File: src/rtl/tsall_pkg.sv
// Shared types and constants for the global output-tristate sequencer.
package tsall_pkg;

  typedef enum logic [1:0] {
    ST_INIT = 2'd0,
    ST_RUN  = 2'd1,
    ST_TRI  = 2'd2
  } state_e;

  localparam int                   ENTRIES_W   = 8;
  localparam logic [ENTRIES_W-1:0] ENTRIES_MAX = 8'd255;

  // Index width for n requesters; a single requester still needs one bit.
  function automatic int owner_w(input int n);
    return (n <= 1) ? 1 : $clog2(n);
  endfunction

endpackage

File: src/rtl/tsall_prio_enc.sv
// Lowest-index-wins priority encoder; returns 0 when no bit is set.
module tsall_prio_enc #(
  parameter int N = 4,
  parameter int W = 2
) (
  input  logic [N-1:0] req,
  output logic [W-1:0] idx
);

  always_comb begin
    idx = '0;
    for (int i = N - 1; i >= 0; i--) begin
      if (req[i]) idx = W'(i);
    end
  end

endmodule

File: src/rtl/tsall_ctrl.sv
// Global tristate (TSALLN) sequencer: reset release delay, request arbitration
// and a guaranteed minimum tristate hold per request episode.
//
// state | meaning
// INIT  | after reset, outputs tristated while the release delay counts down
// RUN   | outputs enabled, waiting for any request
// TRI   | outputs tristated by request, minimum hold then wait for all to drop
module tsall_ctrl
  import tsall_pkg::*;
#(
  parameter int NREQ     = 4,
  parameter int REL_DLY  = 16,
  parameter int MIN_HOLD = 8,
  parameter int CNT_W    = 8,
  localparam int OWN_W   = owner_w(NREQ)
) (
  input  logic                 CLK,
  input  logic                 RSTN,
  input  logic [NREQ-1:0]      REQ,
  output logic                 TSALLN,
  output logic [NREQ-1:0]      ACK,
  output logic [OWN_W-1:0]     OWNER,
  output logic [ENTRIES_W-1:0] ENTRIES
);

  localparam logic [CNT_W-1:0] REL_LD  = CNT_W'(REL_DLY - 1);
  localparam logic [CNT_W-1:0] HOLD_LD = CNT_W'(MIN_HOLD - 1);

  state_e                 state_q, state_d;
  logic [CNT_W-1:0]       cnt_q, cnt_d;
  logic                   tsalln_q, tsalln_d;
  logic [NREQ-1:0]        ack_q, ack_d;
  logic [OWN_W-1:0]       owner_q, owner_d;
  logic [ENTRIES_W-1:0]   entries_q, entries_d;
  logic [OWN_W-1:0]       enc_idx;
  logic                   cnt_zero;
  logic                   req_any;

  tsall_prio_enc #(
    .N (NREQ),
    .W (OWN_W)
  ) u_prio_enc (
    .req (REQ),
    .idx (enc_idx)
  );

  assign cnt_zero = (cnt_q == '0);
  assign req_any  = |REQ;

  always_comb begin
    state_d   = state_q;
    cnt_d     = cnt_q;
    owner_d   = owner_q;
    entries_d = entries_q;
    case (state_q)
      ST_INIT: begin
        if (cnt_zero) begin
          if (req_any) begin
            state_d = ST_TRI;
            cnt_d   = HOLD_LD;
          end else begin
            state_d = ST_RUN;
          end
        end else begin
          cnt_d = cnt_q - CNT_W'(1);
        end
      end
      ST_RUN: begin
        if (req_any) begin
          state_d = ST_TRI;
          cnt_d   = HOLD_LD;
          owner_d = enc_idx;
          if (entries_q != ENTRIES_MAX) entries_d = entries_q + ENTRIES_W'(1);
        end
      end
      ST_TRI: begin
        // Requests changing inside TRI never reload the hold counter.
        if (cnt_zero) begin
          if (!req_any) state_d = ST_RUN;
        end else begin
          cnt_d = cnt_q - CNT_W'(1);
        end
      end
      default: begin
        state_d = ST_INIT;
        cnt_d   = REL_LD;
      end
    endcase
    tsalln_d = (state_d == ST_RUN);
    ack_d    = REQ & {NREQ{state_d == ST_TRI}};
  end

  always_ff @(posedge CLK or negedge RSTN) begin
    if (!RSTN) begin
      state_q   <= ST_INIT;
      cnt_q     <= REL_LD;
      tsalln_q  <= 1'b0;
      ack_q     <= '0;
      owner_q   <= '0;
      entries_q <= '0;
    end else begin
      state_q   <= state_d;
      cnt_q     <= cnt_d;
      tsalln_q  <= tsalln_d;
      ack_q     <= ack_d;
      owner_q   <= owner_d;
      entries_q <= entries_d;
    end
  end

  assign TSALLN  = tsalln_q;
  assign ACK     = ack_q;
  assign OWNER   = owner_q;
  assign ENTRIES = entries_q;

endmodule

File: config.mk
export PLATFORM = sky130hd
export DESIGN_NAME = tsall_ctrl
export DESIGN_NICKNAME = d
export VERILOG_FILES = /design/src/rtl/tsall_pkg.sv /design/src/rtl/tsall_prio_enc.sv /design/src/rtl/tsall_ctrl.sv
export SDC_FILE = /design/constraint.sdc
export NUM_CORES = 1
export LEC_CHECK = 0
export ABC_AREA = 1
export BUFFER_PORTS_ARGS = -buffer_cell sky130_fd_sc_hd__buf_4
export CAP_MARGIN = 10
export CORE_MARGIN = 8
export CORE_UTILIZATION = 45
export DETAILED_ROUTE_END_ITERATION = 8
export PLACE_DENSITY = 0.62
export SLEW_MARGIN = 10
export SYNTH_ARGS = -nofsm -noshare
export SYNTH_HDL_FRONTEND = slang
export SYNTH_HIERARCHICAL = 1
export SYNTH_SLANG_ARGS = --single-unit
File: constraint.sdc
create_clock -name CLK -period 1.95 [get_ports CLK]
set_clock_uncertainty 0.05 [all_clocks]
set_input_delay 0.0975 -clock CLK [delete_from_list [all_inputs] [get_ports CLK]]
set_output_delay 0.0975 -clock CLK [all_outputs]
set_load 0.05 [all_outputs]
Yosys cells after proc, flatten, opt, wreduce, memory -nomap -nowiden
Index checks and enable logic that the tools add are counted.
{"block": "classes", "reduce_logical": 5, "n_bitwise": 1, "n_addsub": 2, "mux": 14, "n_eq_ne": 6}
{"cell": "2-to-1 mux 8 bit", "count": 3}
{"cell": "case mux 8 bit (3 select lines)", "count": 1}
{"cell": "2-to-1 mux 2 bit", "count": 9}
{"cell": "adder 8 x 1 -> 8 bit (second input constant)", "count": 1}
{"cell": "zero test 8 bit", "count": 1}
{"cell": "inequality test 8 bit (second input constant)", "count": 1}
{"cell": "subtractor 8 x 1 -> 8 bit (second input constant)", "count": 1}
{"cell": "case mux 2 bit (3 select lines)", "count": 1}
{"cell": "AND 4 bit", "count": 1}
{"cell": "== test 2 x 1 -> 1 bit (second input constant)", "count": 2}
{"cell": "== test 2 bit (second input constant)", "count": 2}
{"cell": "OR reduction 4 bit", "count": 1}
{"cell": "AND reduction 3 bit", "count": 1}
{"cell": "zero test 2 bit", "count": 1}
{"cell": "inequality test 2 bit (second input constant)", "count": 1}
{"cell": "AND reduction 2 bit", "count": 1}
{"block": "totals", "in_bits": 6, "reg_bits": 25, "output_inout_bits": 15}

Depth between registers and ports, before layout
{"block": "logic_depth", "word_depth": 6, "ltp_mapped": 10, "ltp_nobuf": 10}

Cells and area by module
The synthesis kept the hierarchy.
{"mod": "tsall_ctrl", "seq_area_each_um2": 630.6, "area_each_um2": 1468.9, "cells_per_inst": 191, "n_inst": 1}
{"mod": "tsall_prio_enc", "seq_area_each_um2": 0.0, "area_each_um2": 33.8, "cells_per_inst": 6, "n_inst": 1}

Worst setup path after synthesis
OpenSTA, ideal clock, no wires.
{"block": "synth_path", "path_kind": "flip-flop to flip-flop", "start": "reg entries_q[1] (netlist: ENTRIES[1])", "end": "reg entries_q[0] (netlist: ENTRIES[0])", "arrival_time_ns": 1.613, "setup_slack_ns": 0.169, "path_stages_with_launch": 9, "n_path_buf": 0, "required_ns": 1.782, "period_less_slack_ns": 1.781, "cell_sequence": "dfrtp_1 > ha_1 > nand3_1 > nor2_1 > nand4_1 > nand3_4 > inv_4 > nand2_1 > nand2_1"}
{"block": "synth_via", "elab_chain_len": 2}
{"item": "start: declaration", "line_no": "tsall_ctrl.sv:34", "text": "logic [ENTRIES_W-1:0] entries_q, entries_d;"}
{"item": "start signal: assignment", "line_no": "tsall_ctrl.sv:107", "text": "entries_q <= entries_d;"}
{"item": "inequality test 8 bit", "line_no": "tsall_ctrl.sv:73", "text": "if (entries_q != ENTRIES_MAX) entries_d = entries_q + ENTRIES_W'(1);"}
{"item": "AND reduction 3 bit (no line)"}
Every way passes these cells.
A chain may end at the register's enable or synchronous reset.

Final worst setup path
{"block": "layout_path", "start": "reg cnt_q[0]", "end": "reg ack_q[0] (netlist: ACK[0])"}
{"block": "layout_via", "elab_chain_len": 5, "elab_cells_between_ends": 6, "classes_between": "eq/ne: 1; mux: 3; bitwise: 1; reduce/logical: 1"}
{"item": "start: declaration", "line_no": "tsall_ctrl.sv:30", "text": "logic [CNT_W-1:0] cnt_q, cnt_d;"}
{"item": "start signal: assignment", "line_no": "tsall_ctrl.sv:103", "text": "cnt_q <= cnt_d;"}
{"item": "zero test 8 bit *", "line_no": "tsall_ctrl.sv:47", "text": "assign cnt_zero = (cnt_q == '0);"}
{"item": "2-to-1 mux 2 bit, on equally long branches", "line_no": "tsall_ctrl.sv:78, tsall_ctrl.sv:57"}
{"item": "case mux 2 bit (3 select lines) *", "line_no": "tsall_ctrl.sv:55", "text": "case (state_q)"}
{"item": "== test 2 bit *", "line_no": "tsall_ctrl.sv:90", "text": "ack_d = REQ & {NREQ{state_d == ST_TRI}};"}
{"item": "AND 4 bit *", "line_no": "tsall_ctrl.sv:90"}
{"item": "net ack_d[0]", "line_no": "tsall_ctrl.sv:32", "text": "logic [NREQ-1:0] ack_q, ack_d;"}
{"item": "end signal: assignment", "line_no": "tsall_ctrl.sv:105", "text": "ack_q <= ack_d;"}
{"item": "end: declaration", "line_no": "tsall_ctrl.sv:32"}
The timed path passes the listed nets; every way through them passes the cells marked *.

==> metrics.txt <==
status completed; top cell type's share of synthesized area 35.0%; # H-tree levels 1; R2R depth 9; pin count of the biggest net entering global routing 26; worst skew pair latency between 0.3 and 0.4 ns; DRC violations left 0; Setup TNS 0 ns; actual slew at the worst max-slew pin 0.326 ns; top_reg_cell synth dfrtp_1; # Max-Cap Violations 0; Post-Syn Instances 197; row count 21; register-to-register setup slack 0.28 ns; CORE AREA 3280 sq um; Post-DP HPWL 2.46 mm; routed vias 1290; Synth Net Count 206; Routed Wire Length between 3 and 4 mm; Top Ports 21; metal3 WL 166 microns; IO Port Bufs 20; clk sinks 25; routed length per instance around 12 microns; Slew Viols, Final 0; clock root buffer clkbuf_4; Post-Layout Cell Count 272; count leader, synth nand2_1; worst path required time between 2 and 2.5 ns; cell taking the most area after synthesis dfrtp_1; RSZ-0062 raised after global routing no; WP data arrival 1.89 ns; Via-to-Cell Ratio 4.74; Die ar. 5440 sq um; CTS tree built; DRT antenna net count 0; yosys warns 6; Post-Syn Area 1500 sq um; Initial Utilization roughly 46%; grt ovf 0; first-pass GRT wire length between 5 and 6 mm; Peak Freq roughly 600 MHz; Final Cell Area 1790 sq um; TritonCTS buffer count 3; final hold violation count 0; Worst Hold Class input pin to async pin; R2R Path Start cnt_q[0]; area grow syn2layout 19.2%; number of flops mapped to enable cells by yosys 0; Seq/Total Area, Yosys roughly two fifths; final worst-path setup slack approximately 0.28 ns; most frequent cells after synthesis nand2_1 (58), inv_1 (23), dfrtp_1 (21), nor2_1 (21), nand3_1 (18); Die Y 73.8 microns; fin nets 236; antenna violations before repair 0; CTS max path bufs 2; fraction of layout cells with a size suffix above 1 around 23%; critical path peak fanout 8; worst vdd ir between 0.2 and 0.3 mV; reg2reg end ACK[0]; synth unique cells 25; async set or reset register ratio after synthesis 100%; met2 wire length 1.62 mm; clock slew at reported path FFs 0.14 ns; PwrDens 447 nW/um^2; dpl cells 263; #FFs+latches synth 25; topmost layer with routed signal wires met4; Mean Syn Cell Area 7.63 sq um; Leak 0.965 nW; CP startpoint kind flip-flop; Setup-failing EPs final 0; Placed Area 1710 sq um; GP Congestion 0.861; die width 73.8 microns; vias in the first global route ~1200; CP Class flip-flop to flip-flop; DR iter-0 viols 76; pre-CTS setup slack 0.311 ns; Antenna diodes 0; fin crit period between 1.5 and 2 ns; M1 WL 1.43 mm; Total GRT Usage 13.1%; 1st-pass router iterations 5; Worst slew margin 78.3%; synth top area cells dfrtp_1 (35%), nand2_1 (14%), dfstp_2 (7.0%); Critical Path Sink Type flip-flop; period utilization 85.6%
==> layout by cell type (no fill, tap or decap) <==
master,synthesis,layout
nor2_2,3,3
clkbuf_4,0,3
nand3_1,18,18
o211ai_2,1,1
clkinvlp_4,0,1
dfrtp_1,21,21
nand2_2,5,5
nand2_4,2,2
nor3_1,2,2
nand3_4,1,1
inv_4,1,1
dlygate4sd3_1,0,5
xor2_1,3,3
clkinv_1,1,1
mux2_4,2,2
dfstp_2,4,4
nor3_2,1,1
nor2_4,2,2
a21oi_2,1,1
a21oi_1,5,5
nand4_1,7,7
buf_4,0,20
nor2_1,21,21
o21ai_0,2,2
ha_1,3,3
inv_2,5,5
nand2_1,58,58
xnor2_1,5,5
inv_1,23,23
==> worst max-delay path, cell delays in order (launching register included) <==
cell and delay (ns):
dfstp_2 0.56, inv_1 0.10, ha_1 0.23, nand2_1 0.07
nor2_1 0.04, nand2_2 0.12, nand2_4 0.09, nand2_2 0.09
o211ai_2 0.14, nor2_1 0.12
==> worst max-delay path by stage <==
stage                     startpoint          to  slack [ns]  cells after the start
after global placement      cnt_q[0]      ACK[3]        0.36                      9
after global routing        cnt_q[0]      ACK[0]        0.15                      9
after floorplan           ENTRIES[1]  ENTRIES[0]        0.17                      8
after CTS                   cnt_q[0]      ACK[0]        0.28                      9
final                       cnt_q[0]      ACK[0]        0.28                      9
after detailed placement    cnt_q[0]      ACK[0]        0.31                      9
==> metrics by stage <==
| stage | util [%] | hold slack (ns) | power, mW |
|---|---|---|---|
| after floorplan | - | -0.248 | 0.539 |
| after global placement | 52.1 | -0.0340 | 0.561 |
| after detailed placement | 52.1 | -0.0296 | 0.562 |
| after CTS | 54.5 | 0.145 | 0.811 |
| after global routing | 54.5 | 0.153 | 0.842 |
| final | 54.5 | 0.137 | 0.800 |
==> layer usage <==
layer	up-vias	track usage (%)
met4	0	4.66
met1	579	15.1
met3	5	2.18
met5	-	0
met2	26	23.4
li1	680	-
==> sequential cells by signal, summed over array words and instances (netlist names) <==
| register | flops |
|---|---|
| ENTRIES | 8 |
| cnt_q | 8 |
| ACK | 4 |
| OWNER | 2 |
| state_q | 2 |
| TSALLN | 1 |
==> cell families after synthesis <==
logic type / count (synthesis) / share of synthesized area [%]
AO/OA/AOI/OAI: 9 / 3.75
XOR/XNOR: 8 / 4.66
adder cells (fa/ha/maj): 3 / 2.50
buffers and inverters: 30 / 7.66
flip-flops: 25 / 42.0
multiplexers: 2 / 2.00
AND/OR/NAND/NOR: 120 / 37.5
==> report_power, final <==
part	leakage (nW)	switching, mW	internal, mW
clock network	0.0139	0.162	0.0785
registers	0.325	0	0.519
logic	0.627	0.0241	0.0172
total	0.965	0.186	0.615
==> area by class of cell <==
type	count	area (sq um)
clock buffer	3	22.5
clock inverter	1	7.51
fill	310	1490
inverter	30	115
multi-input combinational	142	757
sequential	25	631
tap	46	57.6
timing repair buffer	25	200
==> timing repair <==
action / CTS / global route
hold buffers: 5 / 0
gates resized for setup: 0 / 0
setup buffers: 0 / 0
endpoints found under the hold margin: 29 / 0
setup endpoints to repair: 0 / 0
Note: power is estimated with default switching activity, not from simulation.
